$ cat src/rtl/mc_pkg.sv
// mc_pkg -- shared types and constants for the multicycle controller.
//   state_e   : controller FSM states (4-bit encoding)
//   alu_op_e  : ALU operation class (ADD / SUB / FUNCT)
//   OP_*      : opcode field values, instr[31:26]
//   F_*       : funct field values, instr[5:0]
//   ALU_*     : alu_ctrl encodings driven to the ALU
// Optional feature: MC_ADDI_EN adds the ADDIEX/ADDIWB states.
package mc_pkg;

   typedef enum logic [3:0] {
      S_FETCH    = 4'd0,
      S_DECODE   = 4'd1,
      S_MEMADR   = 4'd2,
      S_MEMREAD  = 4'd3,
      S_MEMWB    = 4'd4,
      S_MEMWRITE = 4'd5,
      S_EXECUTE  = 4'd6,
      S_ALUWB    = 4'd7,
      S_BRANCH   = 4'd8,
`ifdef MC_ADDI_EN
      S_ADDIEX   = 4'd9,
      S_ADDIWB   = 4'd10,
`endif
      S_JUMP     = 4'd11
   } state_e;

   typedef enum logic [1:0] {
      ALUOP_ADD   = 2'b00,
      ALUOP_SUB   = 2'b01,
      ALUOP_FUNCT = 2'b10
   } alu_op_e;

   localparam logic [5:0] OP_LW    = 6'b100011;
   localparam logic [5:0] OP_SW    = 6'b101011;
   localparam logic [5:0] OP_RTYPE = 6'b000000;
   localparam logic [5:0] OP_BEQ   = 6'b000100;
   localparam logic [5:0] OP_ADDI  = 6'b001000;
   localparam logic [5:0] OP_J     = 6'b000010;

   localparam logic [5:0] F_ADD = 6'b100000;
   localparam logic [5:0] F_SUB = 6'b100010;
   localparam logic [5:0] F_AND = 6'b100100;
   localparam logic [5:0] F_OR  = 6'b100101;
   localparam logic [5:0] F_SLT = 6'b101010;

   localparam logic [2:0] ALU_AND = 3'b000;
   localparam logic [2:0] ALU_OR  = 3'b001;
   localparam logic [2:0] ALU_ADD = 3'b010;
   localparam logic [2:0] ALU_SUB = 3'b110;
   localparam logic [2:0] ALU_SLT = 3'b111;

endpackage

$ cat src/rtl/alu_decoder.sv
// alu_decoder -- combinational ALU control decode.
//   alu_op_i   : operation class from the controller FSM
//   funct_i    : instr[5:0], used only for the FUNCT class
//   alu_ctrl_o : ALU operation select
module alu_decoder
   import mc_pkg::*;
(
   input  alu_op_e    alu_op_i,
   input  logic [5:0] funct_i,
   output logic [2:0] alu_ctrl_o
);

   always_comb begin
      alu_ctrl_o = ALU_ADD;
      case (alu_op_i)
         ALUOP_ADD: alu_ctrl_o = ALU_ADD;
         ALUOP_SUB: alu_ctrl_o = ALU_SUB;
         ALUOP_FUNCT: begin
            case (funct_i)
               F_ADD:   alu_ctrl_o = ALU_ADD;
               F_SUB:   alu_ctrl_o = ALU_SUB;
               F_AND:   alu_ctrl_o = ALU_AND;
               F_OR:    alu_ctrl_o = ALU_OR;
               F_SLT:   alu_ctrl_o = ALU_SLT;
               default: alu_ctrl_o = ALU_ADD;  // unknown funct falls back to add
            endcase
         end
         default: alu_ctrl_o = ALU_ADD;
      endcase
   end

endmodule

$ cat src/rtl/mc_controller.sv
// mc_controller -- Moore FSM control unit for a multicycle MIPS subset
// (lw, sw, R-type, beq, j, optional addi).
//   clk, rst_n        : clock, asynchronous active-low reset
//   opcode, funct     : instruction fields from the instruction register
//   zero              : ALU zero flag (qualifies beq)
//   alu_ctrl          : ALU operation select
//   alu_src_a/b       : ALU operand muxes
//   pc_src            : next-PC mux
//   pc_en, ir_write, mem_write, reg_write : write strobes
//   i_or_d, reg_dst, mem_to_reg           : datapath muxes
// Macro MC_ADDI_EN: when defined, opcode 001000 executes as addi;
// otherwise it is treated as an unknown opcode (NOP).
module mc_controller
   import mc_pkg::*;
(
   input  logic       clk,
   input  logic       rst_n,
   input  logic [5:0] opcode,
   input  logic [5:0] funct,
   input  logic       zero,
   output logic [2:0] alu_ctrl,
   output logic       alu_src_a,
   output logic [1:0] alu_src_b,
   output logic [1:0] pc_src,
   output logic       pc_en,
   output logic       ir_write,
   output logic       mem_write,
   output logic       reg_write,
   output logic       i_or_d,
   output logic       reg_dst,
   output logic       mem_to_reg
);

   state_e     state_q, state_d;
   alu_op_e    alu_op;
   logic [2:0] alu_ctrl_s;
   logic       pc_write, branch;
   logic       alu_src_a_s, ir_write_s, mem_write_s, reg_write_s;
   logic       i_or_d_s, reg_dst_s, mem_to_reg_s;
   logic [1:0] alu_src_b_s, pc_src_s;

   always_ff @(posedge clk or negedge rst_n) begin
      if (!rst_n) state_q <= S_FETCH;
      else        state_q <= state_d;
   end

   always_comb begin
      state_d      = S_FETCH;
      alu_op       = ALUOP_ADD;
      pc_write     = 1'b0;
      branch       = 1'b0;
      alu_src_a_s  = 1'b0;
      alu_src_b_s  = 2'b00;
      pc_src_s     = 2'b00;
      ir_write_s   = 1'b0;
      mem_write_s  = 1'b0;
      reg_write_s  = 1'b0;
      i_or_d_s     = 1'b0;
      reg_dst_s    = 1'b0;
      mem_to_reg_s = 1'b0;
      case (state_q)
         S_FETCH: begin
            ir_write_s  = 1'b1;
            pc_write    = 1'b1;
            alu_src_b_s = 2'b01;
            state_d     = S_DECODE;
         end
         S_DECODE: begin
            alu_src_b_s = 2'b11;
            case (opcode)
               OP_LW, OP_SW: state_d = S_MEMADR;
               OP_RTYPE:     state_d = S_EXECUTE;
               OP_BEQ:       state_d = S_BRANCH;
`ifdef MC_ADDI_EN
               OP_ADDI:      state_d = S_ADDIEX;
`endif
               OP_J:         state_d = S_JUMP;
               default:      state_d = S_FETCH;
            endcase
         end
         S_MEMADR: begin
            alu_src_a_s = 1'b1;
            alu_src_b_s = 2'b10;
            state_d     = (opcode == OP_LW) ? S_MEMREAD : S_MEMWRITE;
         end
         S_MEMREAD: begin
            i_or_d_s = 1'b1;
            state_d  = S_MEMWB;
         end
         S_MEMWB: begin
            reg_write_s  = 1'b1;
            mem_to_reg_s = 1'b1;
         end
         S_MEMWRITE: begin
            i_or_d_s    = 1'b1;
            mem_write_s = 1'b1;
         end
         S_EXECUTE: begin
            alu_src_a_s = 1'b1;
            alu_op      = ALUOP_FUNCT;
            state_d     = S_ALUWB;
         end
         S_ALUWB: begin
            reg_write_s = 1'b1;
            reg_dst_s   = 1'b1;
         end
         S_BRANCH: begin
            alu_src_a_s = 1'b1;
            alu_op      = ALUOP_SUB;
            pc_src_s    = 2'b01;
            branch      = 1'b1;
         end
`ifdef MC_ADDI_EN
         S_ADDIEX: begin
            alu_src_a_s = 1'b1;
            alu_src_b_s = 2'b10;
            state_d     = S_ADDIWB;
         end
         S_ADDIWB: begin
            reg_write_s = 1'b1;
         end
`endif
         S_JUMP: begin
            pc_src_s = 2'b10;
            pc_write = 1'b1;
         end
         default: state_d = S_FETCH;
      endcase
   end

   alu_decoder u_alu_decoder (
      .alu_op_i   (alu_op),
      .funct_i    (funct),
      .alu_ctrl_o (alu_ctrl_s)
   );

   // Reset holds the state at FETCH, whose outputs are non-zero; gate every
   // output with rst_n so nothing is driven while reset is asserted.
   assign pc_en      = rst_n & (pc_write | (branch & zero));
   assign ir_write   = rst_n & ir_write_s;
   assign mem_write  = rst_n & mem_write_s;
   assign reg_write  = rst_n & reg_write_s;
   assign i_or_d     = rst_n & i_or_d_s;
   assign reg_dst    = rst_n & reg_dst_s;
   assign mem_to_reg = rst_n & mem_to_reg_s;
   assign alu_src_a  = rst_n & alu_src_a_s;
   assign alu_src_b  = rst_n ? alu_src_b_s : '0;
   assign pc_src     = rst_n ? pc_src_s    : '0;
   assign alu_ctrl   = rst_n ? alu_ctrl_s  : '0;

endmodule
$ cat config.mk
export PLATFORM = sky130hd
export DESIGN_NAME = mc_controller
export DESIGN_NICKNAME = d
export VERILOG_FILES = /design/src/rtl/mc_pkg.sv /design/src/rtl/alu_decoder.sv /design/src/rtl/mc_controller.sv
export SDC_FILE = /design/constraint.sdc
export NUM_CORES = 1
export LEC_CHECK = 0
export BUFFER_PORTS_ARGS = -buffer_cell sky130_fd_sc_hd__buf_2
export CAP_MARGIN = 20
export CORE_AREA = 2 2 39 41
export DETAILED_ROUTE_END_ITERATION = 16
export DIE_AREA = 0 0 41 43
export PLACE_DENSITY = 0.75
export RECOVER_POWER = 25
export SYNTH_ARGS = -nofsm -noshare
export SYNTH_HDL_FRONTEND = slang
export SYNTH_SLANG_ARGS = --single-unit
$ cat constraint.sdc
create_clock -name clk -period 2.72 [get_ports clk]
set_clock_uncertainty 0.15 [all_clocks]
set_input_delay 0.816 -clock clk [delete_from_list [all_inputs] [get_ports clk]]
set_output_delay 0.816 -clock clk [all_outputs]
set_load 0.005 [all_outputs]
==> flow_metrics.py <==
metrics = {
    "yosys": {
        "yosys-top-cells-area": "dfrtp_1, nand2_1, ha_1",
        "synth_nets": 96,
        "yosysTopAreaCell": "dfrtp_1",
        "syn-mean-instance-area_sq_um": 6.58,
        "syn_inst": 78,
        "ys_seq_area_frac": 0.195,
        "yosys_warnings": 0,
        "netlist.area_leader.share": 0.195,
        "muxShareOfSynthArea": 0,
        "synth_edf_count": 0,
        "yosys.area_share.simple": 0.449,
        "synth_most_common_cell": "nand2_1",
        "synthArstFlopShare": 1.00,
        "synth-xor-area-share": 0.0341,
        "synthDistinctLibCells": 28,
        "synth_area_sq_um": 513,
        "synth_top_family_by_area": "simple AND/OR/NAND/NOR gates",
        "ys_top_cells_by_count": "nand2_1, inv_1, nor2_1",
        "synth_compound_area_frac": 0.159,
        "ys.flop_type": "dfrtp_1",
        "ys_ff_latch": 4,
        "synthAdderAreaFrac": 0.0732,
    },
    "power": {
        "leakage_nw": 0.424,
        "ir_worst_vdd_mv": 0.244,
        "powerDensity_nw_per_um2": 395,
        "total_power_uw": 357,
    },
    "sta": {
        "drv_slew": 0,
        "post-route-period-util": 0.998,
        "setup_viol": 0,
        "hold_violations": 0,
        "tns_ns": 0,
        "fin_crit_ns": 2.72,
        "relSlewSlack": 0.742,
        "tightest_slew_ns": 0.382,
        "max_freq_ghz": 0.368,
        "grt_setup_unrepaired": "yes",
    },
    "floorplan": {
        "top_level_ports": 30,
        "die_h_um": 43,
        "initial_core_util": 0.371,
        "fp-row-count": 14,
        "die_w_um": 41,
        "core_area_sq_um": 1380,
        "die_area_sq_um": 1760,
    },
    "hold_path": {
        "worstHoldPathType": "in2async",
    },
    "clocking": {
        "cts_buffer_depth": 2,
        "cts-root-buf": "clkbuf_4",
        "htreeDepth": 1,
        "cts_sinks": 4,
        "numCtsBuffers": 3,
        "clk_latency_ns": 0.24,
        "cts.clk_slew.worst_paths_ns": 0.04,
        "cts_tree": "built",
    },
    "worst_setup_path": {
        "critPathKind": "in2out",
        "start_kind": "input port",
        "end_kind": "primary output",
        "crit_fanout": 2,
        "crit_arrival_ns": 1.75,
        "crit_start": "funct[0]",
        "worstPathRequired_ns": 1.75,
        "r2r-start": "state_q[1]",
    },
    "finish": {
        "largest_register_ffs": 4,
        "final_cell_area_sq_um": 905,
        "reg_top3": "state_q x4",
        "area_delta_synth_final_pct": 76.3,
        "fin_nets": 144,
        "top_register": "state_q",
        "fin_util": 0.654,
        "num_antenna_cells": 0,
        "drive_above_1_share": 0.532,
        "fill_cells": 129,
    },
    "placement": {
        "routabilityCongestion": 0.802,
        "postPlaceCellArea_sq_um": 737,
        "portBuffers": 29,
        "dpl.hpwl_mm": 1.16,
    },
    "global_routing": {
        "grt_pass1_wl_mm": 2.68,
        "gr-usage-all-layers": 0.215,
        "grt_max_degree": 11,
        "grt_overflow_total": 0,
        "antenna_found_initial": 0,
        "grt_pass1_vias": 686,
    },
    "routing": {
        "drtPass1Iterations": 4,
        "post_drt_wl_per_cell_um": 12.1,
        "initialDrtViolationCount": 16,
        "viasPerCell": 5.26,
        "ant_nets": 0,
        "vias": 737,
        "routed_wl_mm": 1.69,
        "drc": 0,
    },
    "outcome": {
        "run_status": "completed",
    },
    "flow_run": {
        "cap_viol_max_count": 0,
    },
}
==> metrics by stage <==
step / worst slack (ns) / std cells / hold slack, ns
after detailed placement: -0.160 / 129 / 0.513
final: 0.00445 / 140 / 0.267
after global placement: -0.0889 / 129 / 0.503
after floorplan: 0.0353 / 78 / 0.370
after global routing: -0.0611 / 140 / 0.280
after CTS: -0.0210 / 135 / 0.270
==> placed cells by master, fill, tap and decap left out, drive strengths merged, types with 2 or more instances in the layout <==
cell    Yosys  layout
buf         1      46
nand2      12      12
nor2        8       8
inv         8       8
nand3       6       6
a21oi       5       5
nor3        4       4
clkbuf      3       4
dfrtp       4       4
nor4        3       3
nand2b      3       3
ha          3       3
a31oi       2       2
xnor2       2       2
==> cell type report <==
class | instances | area (sq um) | share of cell area
inverter | 8 | 30.0 | 0.0332
sequential | 4 | 104 | 0.115
tap | 16 | 20.0 | 0.0221
timing repair buffer | 47 | 283 | 0.313
multi-input combinational | 62 | 445 | 0.492
clock buffer | 3 | 22.5 | 0.0249
==> worst max-delay path, stage by stage <==
cell	delay [ns]
buf_2	0.11
nor3b_2	0.19
or3b_4	0.40
a21oi_2	0.13
buf_2	0.11
==> worst paths after layout <==
path | cells after the start | to | slack [ns]
worst max-delay path | 5 | alu_ctrl[2] | 0.004
worst min register to register | 3 | state_q[1] | 0.57
worst max register to register | 7 | state_q[0] | 0.88
min in group clk | 3 | state_q[1] | 0.57
worst min-delay path | 1 | state_q[3] | 0.27
max in group asynchronous | 1 | state_q[2] | 1.95
==> logic make-up (layout without fill, tap and decap cells) <==
group | count (synthesis) | count (layout)
DFF | 4 | 4
adders and majority gates | 3 | 3
and+or+nand+nor | 44 | 44
xor gates and xnor gates | 2 | 2
AOI/OAI and AO/OA | 13 | 13
buffers and inverters | 12 | 58
==> report_power, final <==
part,internal [mW],switching [mW]
Sequential,0.0712,0.0139
Combinational,0.0969,0.0971
Clock,0.0496,0.0286
==> routing by layer <==
layer / routed length [um] / part of all wire / vias up / GRT usage
met5: 0 / 0 / - / 0
met4: 34 / 0.020 / 0 / 0.120
met3: 65 / 0.038 / 5 / 0
met2: 933 / 0.55 / 26 / 0.388
met1: 656 / 0.39 / 336 / 0.233
li1: - / - / 370 / -
==> repair_timing <==
| action | CTS | global route |
|---|---|---|
| pin swaps | 4 | 8 |
| setup buffers | 4 | 5 |
| hold buffers | 0 | 0 |
| endpoints found under the setup margin | 2 | 3 |
| gates resized for setup | 18 | 3 |
Power figures use the tool's default switching activity.
